**config.mk**
```make
export PLATFORM = sky130hd
export DESIGN_NAME = fmul_issue_arbiter
export DESIGN_NICKNAME = d
export VERILOG_FILES = /design/src/rtl/fmul_pkg.sv /design/src/rtl/fmul_issue_arbiter_rr_arbiter.sv /design/src/rtl/fmul_issue_arbiter.sv
export SDC_FILE = /design/constraint.sdc
export NUM_CORES = 1
export LEC_CHECK = 0
export CAP_MARGIN = 40
export CORE_AREA = 2 2 156 158
export CTS_CLUSTER_SIZE = 40
export DETAILED_ROUTE_END_ITERATION = 7
export DIE_AREA = 0 0 158 160
export GPL_TIMING_DRIVEN = 0
export PLACE_DENSITY = 0.73
export SYNTH_ARGS = -nofsm -noshare
export SYNTH_HDL_FRONTEND = slang
export SYNTH_SLANG_ARGS = --single-unit
```
**constraint.sdc**
```tcl
create_clock -name clk_i -period 8.4 [get_ports clk_i]
set_input_delay 1.26 -clock clk_i [delete_from_list [all_inputs] [get_ports clk_i]]
set_output_delay 1.26 -clock clk_i [all_outputs]
set_load 0.05 [all_outputs]
```
**src/rtl/fmul_pkg.sv**
```systemverilog
// Shared types and constants for the fmul issue arbiter and other FPU sharers.
package fmul_pkg;

    localparam int FP_W         = 32;
    localparam int FMUL_LATENCY = 4;
    localparam int TAG_ID_W     = 3;

    typedef logic [FP_W-1:0] fp32_t;

    typedef struct packed {
        logic                valid;
        logic [TAG_ID_W-1:0] id;
    } arb_tag_t;

endpackage

```
**src/rtl/fmul_issue_arbiter_rr_arbiter.sv**
```systemverilog
// Combinational round-robin arbiter: search starts at i_ptr and wraps modulo NUM_REQ.
module rr_arbiter #(
    parameter int NUM_REQ = 4
) (
    input  logic [NUM_REQ-1:0]         i_req,
    input  logic [$clog2(NUM_REQ)-1:0] i_ptr,
    output logic [NUM_REQ-1:0]         o_grant,
    output logic [$clog2(NUM_REQ)-1:0] o_idx,
    output logic                       o_valid
);

    localparam int IDX_W = $clog2(NUM_REQ);
    localparam int SUM_W = IDX_W + 1;

    logic [SUM_W-1:0] w_sum;
    logic [IDX_W-1:0] w_cand;

    // First requesting index at or after the pointer wins; ptr < NUM_REQ so one wrap suffices.
    always_comb begin
        o_grant = '0;
        o_idx   = '0;
        o_valid = 1'b0;
        w_sum   = '0;
        w_cand  = '0;
        for (int k = 0; k < NUM_REQ; k++) begin
            w_sum = {1'b0, i_ptr} + SUM_W'(k);
            if (w_sum >= SUM_W'(NUM_REQ)) begin
                w_sum = w_sum - SUM_W'(NUM_REQ);
            end else begin
                w_sum = w_sum;
            end
            w_cand = w_sum[IDX_W-1:0];
            if (!o_valid && i_req[w_cand]) begin
                o_grant[w_cand] = 1'b1;
                o_idx           = w_cand;
                o_valid         = 1'b1;
            end else begin
                o_valid = o_valid;
            end
        end
    end

endmodule

```
**src/rtl/fmul_issue_arbiter.sv**
```systemverilog
// Round-robin sharing of one fixed-latency fmul pipeline with result routing by tag.
// Optional performance counters are built when FMUL_ARB_PERF_EN is defined.
module fmul_issue_arbiter
    import fmul_pkg::*;
#(
    parameter int NUM_REQ     = 4,
    parameter int MUL_LATENCY = FMUL_LATENCY
) (
    input  logic                    clk_i,
    input  logic                    rst_ni,
    input  logic                    flush_i,
    input  logic [NUM_REQ-1:0]      req_valid_i,
    output logic [NUM_REQ-1:0]      req_ready_o,
    input  logic [NUM_REQ*FP_W-1:0] req_a_i,
    input  logic [NUM_REQ*FP_W-1:0] req_b_i,
    output logic [FP_W-1:0]         mul_operand_a_o,
    output logic [FP_W-1:0]         mul_operand_b_o,
    input  logic [FP_W-1:0]         mul_result_i,
    output logic [NUM_REQ-1:0]      resp_valid_o,
    output logic [FP_W-1:0]         resp_result_o,
    output logic                    busy_o
`ifdef FMUL_ARB_PERF_EN
    ,
    input  logic                    perf_clr_i,
    output logic [31:0]             perf_issue_cnt_o,
    output logic [31:0]             perf_conflict_cnt_o
`endif
);

    localparam int ID_W = $clog2(NUM_REQ);
    localparam logic [NUM_REQ-1:0] ONE_HOT0 = NUM_REQ'(1);

    logic [ID_W-1:0]    r_rr_ptr;
    fp32_t              r_op_a;
    fp32_t              r_op_b;
    arb_tag_t           r_tag [0:MUL_LATENCY];
    logic [NUM_REQ-1:0] r_resp_valid;
    fp32_t              r_resp_result;

    logic [NUM_REQ-1:0] w_grant;
    logic [ID_W-1:0]    w_idx;
    logic               w_any;
    logic               w_xfer;
    logic               w_resp_fire;
    logic [NUM_REQ-1:0] w_resp_vec;
    logic               w_busy;
    fp32_t              w_sel_a;
    fp32_t              w_sel_b;

    rr_arbiter #(
        .NUM_REQ (NUM_REQ)
    ) u_rr_arbiter (
        .i_req   (req_valid_i),
        .i_ptr   (r_rr_ptr),
        .o_grant (w_grant),
        .o_idx   (w_idx),
        .o_valid (w_any)
    );

    // Flush and reset both suppress grants so nothing enters a pipe being discarded.
    always_comb begin
        w_xfer      = w_any & ~flush_i & rst_ni;
        req_ready_o = w_xfer ? w_grant : '0;
        w_sel_a     = req_a_i[FP_W*w_idx +: FP_W];
        w_sel_b     = req_b_i[FP_W*w_idx +: FP_W];
        w_resp_fire = r_tag[MUL_LATENCY].valid & ~flush_i;
        w_resp_vec  = ONE_HOT0 << r_tag[MUL_LATENCY].id;
    end

    // Busy while any tag stage holds a live operation.
    always_comb begin
        w_busy = 1'b0;
        for (int k = 0; k <= MUL_LATENCY; k++) begin
            w_busy = w_busy | r_tag[k].valid;
        end
    end

    // Pointer, operand register and tag pipe; idle cycles feed 0*0 to the multiplier.
    always_ff @(posedge clk_i or negedge rst_ni) begin
        if (!rst_ni) begin
            r_rr_ptr <= '0;
            r_op_a   <= '0;
            r_op_b   <= '0;
            for (int k = 0; k <= MUL_LATENCY; k++) begin
                r_tag[k] <= '0;
            end
        end else begin
            if (w_xfer) begin
                r_rr_ptr <= (w_idx == ID_W'(NUM_REQ - 1)) ? '0 : w_idx + ID_W'(1);
                r_op_a   <= w_sel_a;
                r_op_b   <= w_sel_b;
            end else begin
                r_rr_ptr <= r_rr_ptr;
                r_op_a   <= '0;
                r_op_b   <= '0;
            end
            r_tag[0].valid <= w_xfer;
            r_tag[0].id    <= TAG_ID_W'(w_idx);
            for (int k = 1; k <= MUL_LATENCY; k++) begin
                r_tag[k].valid <= r_tag[k-1].valid & ~flush_i;
                r_tag[k].id    <= r_tag[k-1].id;
            end
        end
    end

    // Last tag stage lines up with mul_result_i; the response is one more register.
    always_ff @(posedge clk_i or negedge rst_ni) begin
        if (!rst_ni) begin
            r_resp_valid  <= '0;
            r_resp_result <= '0;
        end else if (w_resp_fire) begin
            r_resp_valid  <= w_resp_vec;
            r_resp_result <= mul_result_i;
        end else begin
            r_resp_valid  <= '0;
            r_resp_result <= r_resp_result;
        end
    end

    assign mul_operand_a_o = r_op_a;
    assign mul_operand_b_o = r_op_b;
    assign resp_valid_o    = r_resp_valid;
    assign resp_result_o   = r_resp_result;
    assign busy_o          = w_busy;

`ifdef FMUL_ARB_PERF_EN
    logic [31:0] r_issue_cnt;
    logic [31:0] r_conflict_cnt;
    logic        w_conflict;

    assign w_conflict = ($countones(req_valid_i) > 1);

    // Saturating event counters; clear wins over increment.
    always_ff @(posedge clk_i or negedge rst_ni) begin
        if (!rst_ni) begin
            r_issue_cnt    <= 32'd0;
            r_conflict_cnt <= 32'd0;
        end else if (perf_clr_i) begin
            r_issue_cnt    <= 32'd0;
            r_conflict_cnt <= 32'd0;
        end else begin
            if (w_xfer && (r_issue_cnt != 32'hFFFF_FFFF)) begin
                r_issue_cnt <= r_issue_cnt + 32'd1;
            end else begin
                r_issue_cnt <= r_issue_cnt;
            end
            if (w_conflict && (r_conflict_cnt != 32'hFFFF_FFFF)) begin
                r_conflict_cnt <= r_conflict_cnt + 32'd1;
            end else begin
                r_conflict_cnt <= r_conflict_cnt;
            end
        end
    end

    assign perf_issue_cnt_o    = r_issue_cnt;
    assign perf_conflict_cnt_o = r_conflict_cnt;
`endif

endmodule

```
# ---- Yosys cells after proc, flatten, opt, wreduce, memory -nomap -nowiden
# Index checks and enable logic that the tools add are counted.
dict set report classes {
  n_lt_le_gt_ge 12
  n_eq_ne 1
  bitwise_logic 15
  n_mux 37
  n_reduce_logical 10
  add_sub_neg 8
  n_shift 3
}
# op n
set ops {}
lappend ops {{indexed part select 128 x 8 -> 32 bit} 2}
lappend ops {{2-to-1 mux 32 bit} 2}
lappend ops {{2-to-1 mux 4 bit} 6}
lappend ops {{2-to-1 mux 2 bit} 9}
lappend ops {{less-than comparator 2 x 3 -> 1 bit, second input constant} 4}
lappend ops {{2-to-1 mux 1 bit} 12}
lappend ops {{OR 4 bit} 3}
lappend ops {{greater-or-equal comparator 3 bit, second input constant} 3}
lappend ops {{binary-select mux 1 bit (select 2 bit)} 4}
lappend ops {{demux 1 bit (select 2 bit)} 4}
lappend ops {{greater-or-equal comparator 2 x 1 -> 1 bit, second input constant} 4}
lappend ops {{subtractor 2 x 1 -> 2 bit, second input constant} 4}
lappend ops {{bitwise AND 1 bit} 7}
lappend ops {{logical AND 1 bit} 7}
lappend ops {{adder 2 x 2 -> 3 bit, second input constant} 2}
lappend ops {{OR 1 bit} 4}
lappend ops {{left shift 1 x 2 -> 4 bit, first input constant} 1}
lappend ops {{adder 2 x 1 -> 3 bit, second input constant} 1}
lappend ops {{greater-or-equal comparator 2 x 3 -> 1 bit, second input constant} 1}
lappend ops {{logical NOT 1 bit} 3}
lappend ops {{adder 2 x 1 -> 2 bit, second input constant} 1}
lappend ops {{== test 2 bit, second input constant} 1}
lappend ops {{inverter 1 bit} 1}
dict set report word_totals {
  reg_bits 117
  output_inout_bits 105
  elab_cells 101
  inputBits 295
}

# ---- Depth between registers and ports, before layout
# Gate-level depths: netlist of the first run.
dict set report depth {
  depth_word 17
  ltp_mapped 13
  ltp_nobuf 9
}

# ---- By module
# Synthesis of the first run repeated with hierarchy kept, for this count alone.
dict set report hier_totals {
  hier_cells 442
  area_unflattened_um2 5916.9
}
# module instances area_each_um2 cells_each seq_area_each_um2
set modules_own_cells {}
lappend modules_own_cells {fmul_issue_arbiter 1 5495.3 397 2927.8}
lappend modules_own_cells {rr_arbiter 1 421.7 45 0.0}

# ---- Worst setup path after synthesis of the first run
# OpenSTA, ideal clock, no wires.
dict set report synth_timing {
  path_type {input to output}
  startpoint {in req_valid_i[0]}
  endpoint {out req_ready_o[0]}
  path_buffers 1
  cell_stages 6
  arrival_ns 3.192
  setup_slack_ns 3.948
  required_ns 7.140
  path_cell_list {buf_6 or3_1 or4b_1 o311ai_2 a221oi_1 nor2_1}
}
dict set report synth_via {
  elab_chain_len 15
}
# item line
set synth_lines {}
lappend synth_lines {{from (decl)} fmul_issue_arbiter.sv:12} ;# input logic [NUM_REQ-1:0] req_valid_i,
lappend synth_lines {{binary-select mux 1 bit (select 2 bit)} fmul_issue_arbiter_rr_arbiter.sv:33} ;# if (!o_valid && i_req[w_cand]) begin
lappend synth_lines {{2-to-1 mux 1 bit (not written as such)} fmul_issue_arbiter_rr_arbiter.sv:33}
lappend synth_lines {{2-to-1 mux 1 bit} fmul_issue_arbiter_rr_arbiter.sv:33}
lappend synth_lines {{logical NOT 1 bit} fmul_issue_arbiter_rr_arbiter.sv:33}
lappend synth_lines {{logical AND 1 bit} fmul_issue_arbiter_rr_arbiter.sv:33}
lappend synth_lines {{2-to-1 mux 1 bit} fmul_issue_arbiter_rr_arbiter.sv:33}
lappend synth_lines {{logical NOT 1 bit} fmul_issue_arbiter_rr_arbiter.sv:33}
lappend synth_lines {{logical AND 1 bit} fmul_issue_arbiter_rr_arbiter.sv:33}
lappend synth_lines {{2-to-1 mux 1 bit} fmul_issue_arbiter_rr_arbiter.sv:33}
lappend synth_lines {{logical NOT 1 bit} fmul_issue_arbiter_rr_arbiter.sv:33}
lappend synth_lines {{logical AND 1 bit} fmul_issue_arbiter_rr_arbiter.sv:33}
lappend synth_lines {{2-to-1 mux 1 bit} fmul_issue_arbiter_rr_arbiter.sv:33}
lappend synth_lines {{bitwise AND 1 bit (2 in series)} fmul_issue_arbiter.sv:62} ;# w_xfer = w_any & ~flush_i & rst_ni;
lappend synth_lines {{2-to-1 mux 4 bit (*)} fmul_issue_arbiter.sv:63} ;# req_ready_o = w_xfer ? w_grant : '0;
lappend synth_lines {{to (decl)} fmul_issue_arbiter.sv:13} ;# output logic [NUM_REQ-1:0] req_ready_o,
# Mark *: on every way between the ends. The rest lies on a longest branch, timed or not. The select of a mux whose other input is x is not followed.

# ---- Final worst setup path of the first run
dict set report layout_timing {
  startpoint {in req_valid_i[2]}
  endpoint {out req_ready_o[0]}
}
# Same word-level chain as after synthesis.

==> impl_metrics.py, run 1 <==
metrics = {
    "route": {
        "wl_per_cell_um": 19.6,
        "drtIter0Drc": 324,
        "totalWireLength_mm": 26.7,
        "postRouteAntennaNets": 0,
        "drt_pass1_iterations": 4,
        "dr_total_vias": 6681,
        "vias_per_cell": 4.90,
        "drc": 0,
    },
    "global_routing": {
        "grt_max_degree": 76,
        "antenna_found_initial": 0,
        "grt_overflow": 0,
        "track_usage_pct": 20.6,
        "grt_pass1_wl_mm": 39.3,
        "grt_pass1_vias": 6921,
    },
    "clock_tree": {
        "cts_made_buffers": 17,
        "ctsResizeCount": 0,
        "h-tree-depth": 4,
        "cts_hold_buffers": 0,
        "cts_tree": "built",
        "cts_buffer_depth": 2,
        "clockRootBuffer": "clkbuf_16",
        "path_clk_slew_ns": 0.06,
        "clock_sinks": 117,
        "cts_setup_buffers": 0,
        "clkLatencyLatePin_ns": 0.42,
    },
    "outcome": {
        "status": "complete, no violations",
    },
    "yosys": {
        "yosysUniqueCellTypes": 37,
        "syn_inst": 608,
        "ys.warnings.count": 0,
        "ys_seq_area_share_pct": 43.9,
        "synth_area_per_cell_um2": 11.0,
        "synth_area_um2": 6670,
        "ys_ff_latch": 117,
        "synth_fp_nets": 911,
    },
    "power_and_ir_drop": {
        "irDropWorstVdd_mv": 0.195,
        "p_switching_mw": 2.05,
        "combPwrFrac_pct": 64.0,
        "power_frac_seq_pct": 18.5,
        "switching_share_pct": 49.9,
        "powerDensity_nw_per_um2": 352,
        "intPower_mw": 2.06,
        "p_clk_share_pct": 17.5,
        "p_leak_nw": 4.79,
    },
    "place": {
        "hpwlAfterDp_mm": 20.7,
        "place_ws_ns": 2.96,
        "numPlacedInstances": 1331,
        "gp_congestion": 0.877,
        "io_buffer_count": 398,
    },
    "sta": {
        "hold_viol": 0,
        "finalCritPeriodShare_pct": 64.0,
        "layout_setup_ws_ns": 3.02,
        "finalClockSkew_ns": 0.00962,
        "setup_violations": 0,
        "layout_min_cycle_time_ns": 5.38,
        "max_freq_mhz": 186,
        "slew_viol_final": 0,
        "grt_setup_unrepaired": "no",
        "relSlewSlack_pct": 44.6,
        "worst_pin_slew_ns": 0.831,
    },
    "job": {
        "drv_cap": 0,
    },
    "critical_path": {
        "cp-startpoint": "req_valid_i[2]",
        "crit_fanout": 10,
        "required_ns": 7.14,
        "reg2regPathDepth": 11,
        "start_kind": "input port",
        "end_kind": "primary output",
        "critPathArrivalTime_ns": 4.12,
        "crit_slowest_cell": "clkdlybuf4s50_1",
        "path_buf_inv": 4,
        "timing.rr.start": "r_rr_ptr[0]",
        "crit_cells": 8,
        "cpLargestDelayFamily": "buffers and inverters",
        "path_cells": "clkdlybuf4s50_1 > nor2_1 > nand2_1 > nand3b_1 > clkbuf_1 > clkbuf_1 > nor2_1 > clkdlybuf4s50_1",
        "crit_type": "input port to primary output",
        "max_stage_delay_ns": 0.72,
    },
    "finish": {
        "most-common-layout-cells": "397 x clkdlybuf4s50_1, 134 x nand2_1, 117 x dfrtp_1",
        "final_cells": 1363,
        "fin_nets": 1329,
        "diodes": 0,
        "drive_gt1_share_pct": 19.1,
        "final_common_cell": "clkdlybuf4s50_1",
        "syn2layout_area_growth_pct": 74.9,
    },
    "floorplan": {
        "start_util_pct": 28.0,
        "die_h_um": 160,
        "rows": 57,
        "dieArea_um2": 25300,
        "die_x_um": 158,
        "io_pins": 400,
        "core_um2": 23800,
    },
    "min_path": {
        "hp-class": "register to register",
        "hp-start": "r_tag[17]",
        "min_delay_path_depth": 0,
    },
}
## path summary, 6_finish.rpt
check,slack [ns],end
worst max-delay path,3.02,req_ready_o[0]
worst min-delay path,0.35,r_tag[13]
worst max register to register,4.77,mul_operand_a_o[9]
worst min register to register,0.35,r_tag[13]
max in group asynchronous,6.89,r_rr_ptr[0]
min in group asynchronous,0.77,mul_operand_b_o[5]
## state kept, by name (all words and copies together), names as in the netlist
register and cells:
mul_operand_a_o 32, mul_operand_b_o 32, r_rr_ptr 2, r_tag 15, resp_result_o 32, resp_valid_o 4
## cells by family after synthesis
family | after synthesis | share of synthesized area, %
AOI/OAI and AO/OA | 146 | 25.0
and+or+nand+nor | 230 | 16.4
xor gates and xnor gates | 1 | 0.131
adders and majority gates | 8 | 1.50
muxes | 37 | 6.92
DFF | 117 | 43.9
buffers and inverters | 69 | 6.06
## Yosys cell counts
cell type | n | share of area (%)
or4b_1 | 1 | 0.15
and2_4 | 1 | 0.13
and3b_1 | 2 | 0.26
buf_6 | 11 | 1.9
xnor2_1 | 1 | 0.13
a311oi_2 | 44 | 9.9
ha_1 | 8 | 1.5
nor2_1 | 12 | 0.68
clkbuf_1 | 24 | 1.4
buf_2 | 14 | 1.1
and3_1 | 65 | 6.1
a221oi_1 | 5 | 0.66
o21ai_1 | 2 | 0.15
a22oi_1 | 4 | 0.45
or3_1 | 1 | 0.094
nor2b_4 | 1 | 0.21
nand2_1 | 134 | 7.5
buf_4 | 12 | 1.4
dfrtp_1 | 117 | 44
o21ai_0 | 2 | 0.15
a211oi_1 | 25 | 2.8
nor3_1 | 1 | 0.075
a211oi_2 | 40 | 7.5
buf_1 | 3 | 0.17
nand3b_1 | 2 | 0.23
a311oi_1 | 20 | 2.6
mux2_2 | 33 | 5.6
nor3b_1 | 2 | 0.23
a31oi_1 | 1 | 0.094
o211ai_2 | 1 | 0.19
inv_2 | 1 | 0.056
nand2b_1 | 1 | 0.094
o21ai_4 | 1 | 0.24
mux4_2 | 4 | 1.4
inv_1 | 4 | 0.23
o311ai_2 | 1 | 0.24
nor2b_1 | 7 | 0.66
## stage by stage
step	power [mW]	setup TNS (ns)	area [um2]	util, %	hold slack (ns)
final	4.11	0	11700	49.0	0.348
after global routing	4.34	0	11700	49.0	0.355
after CTS	4.15	0	11700	49.0	0.350
after detailed placement	3.42	0	11100	46.5	0.335
after global placement	3.40	-2.84	11100	46.4	0.331
after floorplan	2.55	0	6670	-	0.331
## power groups by stage
| stage | Sequential (mW) | Combinational [mW] | Clock (mW) |
|---|---|---|---|
| finish | 0.759 | 2.63 | 0.720 |
| global route | 0.774 | 2.81 | 0.762 |
| CTS | 0.761 | 2.65 | 0.737 |
| detailed placement | 0.770 | 2.65 | 0 |
| global placement | 0.768 | 2.63 | 0 |
| floorplan | 1.16 | 1.39 | 0 |
## area by class of cell
type	count	area, um2
clock buffers	17	425
multi-input cells	422	3340
inverters	5	18.8
fillers	2220	12200
flip-flops and latches	117	2930
plain buffers	64	385
repair buffers	399	4010
clock inverters	15	153
well taps	324	405
## worst register-to-register path, stage by stage, from the launching register on
cell and delay [ns]:
dfrtp_1 0.43, buf_2 0.21, buf_2 0.22, inv_1 0.13
ha_1 0.40, or3_1 0.43, or4b_1 0.50, o311ai_2 0.19
o21ai_4 0.15, clkbuf_1 0.27, a211oi_1 0.45, a311oi_1 0.11
## per-layer routing
| layer | wire length [um] | vias up | GRT usage, % |
|---|---|---|---|
| met5 | 0 | - | 0 |
| met4 | 638 | 0 | 6.92 |
| met3 | 2160 | 40 | 5.35 |
| met2 | 13600 | 314 | 36.8 |
| met1 | 10300 | 3223 | 23.7 |
| li1 | - | 3104 | - |
(Power assumes the default switching activity.)
==> run 2: changes to the inputs <==
Settings changed: CORE_AREA 2 2 156 158 to 2 2 157 159, DIE_AREA 0 0 158 160 to 0 0 159 161, PLACE_DENSITY 0.73 to 0.72.
Clock period 8.4 ns to 5.6 ns, I/O delays scaled along.
==> run 2 against run 1 <==
Against the previous run: combinational power increased by 52%; die area increased by 1.3%; non-clock buffer count increased by 1.
==> impl_metrics.py, run 2 (synthesis results as in run 1) <==
metrics = {
    "outcome": {
        "status": "complete, no violations",
    },
    "place": {
        "numPlacedInstances": 1332,
        "io_buffer_count": 398,
        "hpwlAfterDp_mm": 21.5,
        "gp_congestion": 0.929,
    },
    "sta": {
        "worst_pin_slew_ns": 0.777,
        "hold_viol": 0,
        "finalClockSkew_ns": 0.0127,
        "slew_viol_final": 0,
        "setup_violations": 0,
        "finalCritPeriodShare_pct": 88.5,
        "max_freq_mhz": 202,
        "relSlewSlack_pct": 48.2,
        "grt_setup_unrepaired": "no",
        "layout_min_cycle_time_ns": 4.95,
    },
    "power_and_ir_drop": {
        "powerDensity_nw_per_um2": 533,
        "p_leak_nw": 4.79,
        "power_mw": 6.23,
        "irDropWorstVdd_mv": 0.379,
    },
    "floorplan": {
        "die_h_um": 161,
        "core_um2": 24000,
        "io_pins": 400,
        "start_util_pct": 27.8,
        "die_x_um": 159,
        "dieArea_um2": 25600,
        "rows": 57,
    },
    "route": {
        "postRouteAntennaNets": 0,
        "wl_per_cell_um": 20.4,
        "drt_pass1_iterations": 7,
        "drtIter0Drc": 373,
        "totalWireLength_mm": 27.8,
        "dr_total_vias": 6717,
        "vias_per_cell": 4.92,
        "drc": 0,
    },
    "global_routing": {
        "track_usage_pct": 21.1,
        "grt_overflow": 0,
        "grt_max_degree": 77,
        "grt_pass1_wl_mm": 41.5,
        "antenna_found_initial": 0,
        "grt_pass1_vias": 7148,
    },
    "finish": {
        "syn2layout_area_growth_pct": 75.2,
        "diodes": 0,
        "most-common-layout-cells": "397 x clkdlybuf4s50_1, 134 x nand2_1, 117 x dfrtp_1",
        "fillers": 2256,
        "drive_gt1_share_pct": 19.1,
        "fin_nets": 1330,
        "final_common_cell": "clkdlybuf4s50_1",
        "final_cells": 1364,
    },
    "clock_tree": {
        "cts_buffer_depth": 2,
        "cts_hold_buffers": 0,
        "cts_setup_buffers": 0,
        "cts_tree": "built",
        "path_clk_slew_ns": 0.07,
        "clkLatencyLatePin_ns": 0.41,
        "h-tree-depth": 4,
        "clock_sinks": 117,
        "cts_made_buffers": 17,
        "ctsResizeCount": 0,
        "clockRootBuffer": "clkbuf_16",
    },
    "critical_path": {
        "start_kind": "register",
        "end_kind": "primary output",
        "crit_type": "register to primary output",
        "required_ns": 4.76,
        "timing.rr.start": "r_rr_ptr[0]",
        "reg2reg_to": "mul_operand_a_o[1]",
        "r2r_slack_ns": 1.93,
        "critPathArrivalTime_ns": 4.11,
        "crit_fanout": 10,
        "reg2regPathDepth": 11,
    },
    "min_path": {
        "hp-class": "input port to asynchronous set/reset pin",
    },
    "job": {
        "drv_cap": 0,
    },
}
[run 2: changes by cell type in the layout (fill, tap and decap cells not counted)]
cell	previous run	this run
inv_6	4	7
inv_8	6	3
clkinv_4	3	1
clkinvlp_4	1	3
buf_8	0	1
bufinv_16	0	1
clkinv_8	1	0
[run 2: through the flow]
step                      util (%)  TNS [ns]  cell area, um2  hold slack, ns  setup slack, ns
after floorplan                  -         0            6670           0.331             1.67
after global placement        46.1   -233.92           11100           0.331            -2.64
after detailed placement      46.3         0           11100           0.335            0.963
after CTS                     48.8         0           11700           0.348            0.636
after global routing          48.8         0           11700           0.352            0.417
final                         48.8         0           11700           0.348            0.647
[run 2: power breakdown]
part | leakage [nW] | internal, mW | switching, mW
registers | 1.56 | 1.05 | 0.0870
logic | 2.95 | 1.44 | 2.55
clock network | 0.278 | 0.630 | 0.466
total | 4.79 | 3.12 | 3.11
[run 2: worst max path at each step]
stage,start,endpoint,depth (start not counted)
6_report,r_rr_ptr[0],req_ready_o[0],10
5_1_grt,r_rr_ptr[0],req_ready_o[0],10
4_1_cts,r_rr_ptr[0],req_ready_o[0],10
3_5_place_dp,req_valid_i[2],req_ready_o[0],8
3_3_place_gp,rst_ni,req_ready_o[2],6
2_1_floorplan,r_rr_ptr[0],req_ready_o[0],9
[run 2: per-layer routing]
metal | track usage [%] | up-vias | routed length [um]
li1 | - | 3101 | -
met3 | 5.08 | 52 | 1820
met1 | 24.8 | 3228 | 11100
met5 | 0 | - | 0
met4 | 8.26 | 0 | 878
met2 | 37.4 | 336 | 14000
[run 2: worst max-delay path, stage by stage (launching register included)]
cell             delay [ns]
dfrtp_1                0.45
buf_2                  0.22
buf_2                  0.23
inv_1                  0.13
ha_1                   0.40
or3_1                  0.42
or4b_1                 0.49
o311ai_2               0.21
a221oi_1               0.18
nor2_1                 0.14
clkdlybuf4s50_1        0.82
[run 2: final cells by class]
type / count / area [um2] / area share [%]
clock inverter: 15 / 156 / 1.34
sequential: 117 / 2930 / 25.1
buffer: 64 / 385 / 3.30
timing repair buffer: 400 / 4030 / 34.5
clock buffer: 17 / 425 / 3.64
tap: 324 / 405 / 3.47
inverter: 5 / 18.8 / 0.161
multi-input combinational: 422 / 3340 / 28.6
==> run 3: changes to the inputs <==
Settings changed: CORE_AREA 2 2 157 159 to 2 2 154 156, DIE_AREA 0 0 159 161 to 0 0 156 158, PLACE_DENSITY 0.72 to 0.76.
Clock period 5.6 ns to 4.53 ns, I/O delays scaled along.
==> run 3 against run 2 <==
Against the previous run: global-route usage increased by 0.21 points; wire length down 2.3%; clock-buffer cell count is the same; clock power up 22%; critical path depth unchanged; sequential share of layout area grew 0.17 points; non-clock buffer count is 1 lower; worst setup slack lost 0.34 ns; highest routed layer unchanged; register-to-register slack got worse by 1.0 ns; sequential cell count is the same; clock skew up 0.0012 ns; critical endpoint unchanged.
==> impl_metrics.py, run 3 (synthesis results as in run 1) <==
metrics = {
    "power_and_ir_drop": {
        "power_mw": 7.66,
        "combPwrFrac_pct": 64.1,
        "intPower_mw": 3.81,
        "p_clk_share_pct": 17.6,
        "p_switching_mw": 3.84,
        "irDropWorstVdd_mv": 0.341,
        "p_leak_nw": 4.79,
        "powerDensity_nw_per_um2": 660,
        "power_frac_seq_pct": 18.3,
        "switching_share_pct": 50.2,
    },
    "place": {
        "gp_congestion": 0.922,
        "placed_area_um2": 11000,
        "hpwlAfterDp_mm": 21.5,
        "numPlacedInstances": 1297,
        "io_buffer_count": 398,
        "place_ws_ns": 0.200,
    },
    "finish": {
        "postLayoutCellArea_um2": 11600,
        "syn2layout_area_growth_pct": 74.0,
        "drive_gt1_share_pct": 19.4,
        "most-common-layout-cells": "393 x clkdlybuf4s50_1, 134 x nand2_1, 117 x dfrtp_1",
        "final_common_cell": "clkdlybuf4s50_1",
        "fin_nets": 1329,
        "final_cells": 1330,
        "final_util_pct": 50.3,
    },
    "sta": {
        "worst_pin_slew_ns": 0.856,
        "hold_viol": 0,
        "finalClockSkew_ns": 0.0139,
        "max_freq_mhz": 237,
        "slew_viol_final": 0,
        "layout_setup_ws_ns": 0.311,
        "layout_min_cycle_time_ns": 4.22,
        "setup_violations": 0,
        "finalCritPeriodShare_pct": 93.1,
        "grt_setup_unrepaired": "no",
        "relSlewSlack_pct": 42.9,
    },
    "critical_path": {
        "path_buf_inv": 4,
        "crit_fanout": 10,
        "r2r_slack_ns": 0.91,
        "crit_slowest_cell": "or4b_1",
        "required_ns": 3.85,
        "cpMostUsedCell": "buf_2",
        "path_cells": "buf_2 > buf_2 > inv_1 > ha_1 > or3_1 > or4b_1 > o311ai_2 > a221oi_1 > nor2_1 > clkbuf_2",
        "crit_cells": 10,
        "crit_type": "register to primary output",
        "cp-startpoint": "r_rr_ptr[0]",
        "cpLargestDelayFamily": "simple AND/OR/NAND/NOR gates",
        "reg2reg_to": "mul_operand_b_o[31]",
        "end_kind": "primary output",
        "reg2regPathDepth": 11,
        "timing.rr.start": "r_rr_ptr[0]",
        "max_stage_delay_ns": 0.49,
        "critPathArrivalTime_ns": 3.54,
        "start_kind": "register",
        "crit_path_end": "req_ready_o[0]",
    },
    "global_routing": {
        "antenna_found_initial": 0,
        "grt_pass1_vias": 6909,
        "grt_max_degree": 82,
        "grt_pass1_wl_mm": 39.6,
        "grt_overflow": 0,
        "track_usage_pct": 21.3,
    },
    "clock_tree": {
        "clkLatencyLatePin_ns": 0.41,
        "cts_tree": "built",
        "cts_buffer_depth": 2,
        "clockRootBuffer": "clkbuf_16",
        "path_clk_slew_ns": 0.07,
        "h-tree-depth": 4,
        "clock_sinks": 117,
        "cts_made_buffers": 17,
    },
    "route": {
        "wl_per_cell_um": 20.4,
        "postRouteAntennaNets": 0,
        "drc": 0,
        "totalWireLength_mm": 27.2,
        "vias_per_cell": 5.02,
        "drt_pass1_iterations": 4,
        "drtIter0Drc": 302,
        "dr_total_vias": 6679,
    },
    "floorplan": {
        "die_h_um": 158,
        "dieArea_um2": 24600,
        "die_x_um": 156,
        "core_um2": 23100,
        "start_util_pct": 28.9,
        "rows": 56,
        "io_pins": 400,
    },
    "outcome": {
        "status": "complete, no violations",
    },
    "min_path": {
        "hp-class": "input port to asynchronous set/reset pin",
    },
    "job": {
        "drv_cap": 0,
    },
}
-- run 3: worst reg2reg max path: stages, from the launching register on --
cell and delay (ns):
dfrtp_1 0.44, buf_2 0.22, buf_2 0.23, inv_1 0.14, ha_1 0.40, or3_1 0.42, or4b_1 0.49, o311ai_2 0.20
o21ai_4 0.14, clkbuf_1 0.27, a211oi_1 0.40, a311oi_1 0.11
-- run 3: stage by stage --
| step | setup TNS (ns) | hold WS (ns) |
|---|---|---|
| final | 0 | 0.179 |
| after global routing | 0 | 0.189 |
| after detailed placement | 0 | 0.335 |
| after floorplan | 0 | 0.331 |
| after CTS | 0 | 0.177 |
| after global placement | -389.08 | 0.331 |
-- run 3: worst min path at each step --
stage                     slack, ns  cells after the start            endpoint  startpoint
after floorplan                0.33                      0            r_tag[0]    r_tag[4]
after global placement         0.33                      0           r_tag[12]   r_tag[16]
after detailed placement       0.33                      0            r_tag[9]   r_tag[13]
after CTS                      0.18                      1  mul_operand_b_o[5]      rst_ni
after global routing           0.19                      1  mul_operand_b_o[5]      rst_ni
final                          0.18                      1  mul_operand_b_o[5]      rst_ni
-- run 3: timing repair --
item	4_1_cts	5_1_grt
setup buffers	0	0
endpoints found under the setup margin	4	4
resized for setup	4	8
hold buffers	0	0
-- run 3: area by class of cell --
class | instances | area (um2)
fillers | 2085 | 11400
inverters | 5 | 18.8
flip-flops and latches | 117 | 2930
repair buffers | 399 | 3990
clock inverters | 15 | 154
well taps | 290 | 363
diodes | 1 | 2.50
plain buffers | 64 | 385
multi-input cells | 422 | 3340
clock buffers | 17 | 425
-- run 3: power by group through the flow --
| stage | registers [mW] | logic [mW] | clock network [mW] |
|---|---|---|---|
| 2_1_floorplan | 2.16 | 2.57 | 0 |
| 3_3_place_gp | 1.42 | 4.89 | 0 |
| 3_5_place_dp | 1.42 | 4.94 | 0 |
| 4_1_cts | 1.41 | 4.95 | 1.37 |
| 5_1_grt | 1.43 | 5.22 | 1.42 |
| 6_report | 1.40 | 4.91 | 1.34 |
-- run 3: routing by layer --
| metal | up-vias | share of wire [%] | global-route usage [%] |
|---|---|---|---|
| met5 | - | 0 | 0 |
| met4 | 0 | 1.9 | 6.20 |
| met2 | 287 | 52 | 39.1 |
| met1 | 3250 | 39 | 24.6 |
| met3 | 31 | 6.9 | 5.45 |
| li1 | 3111 | - | - |
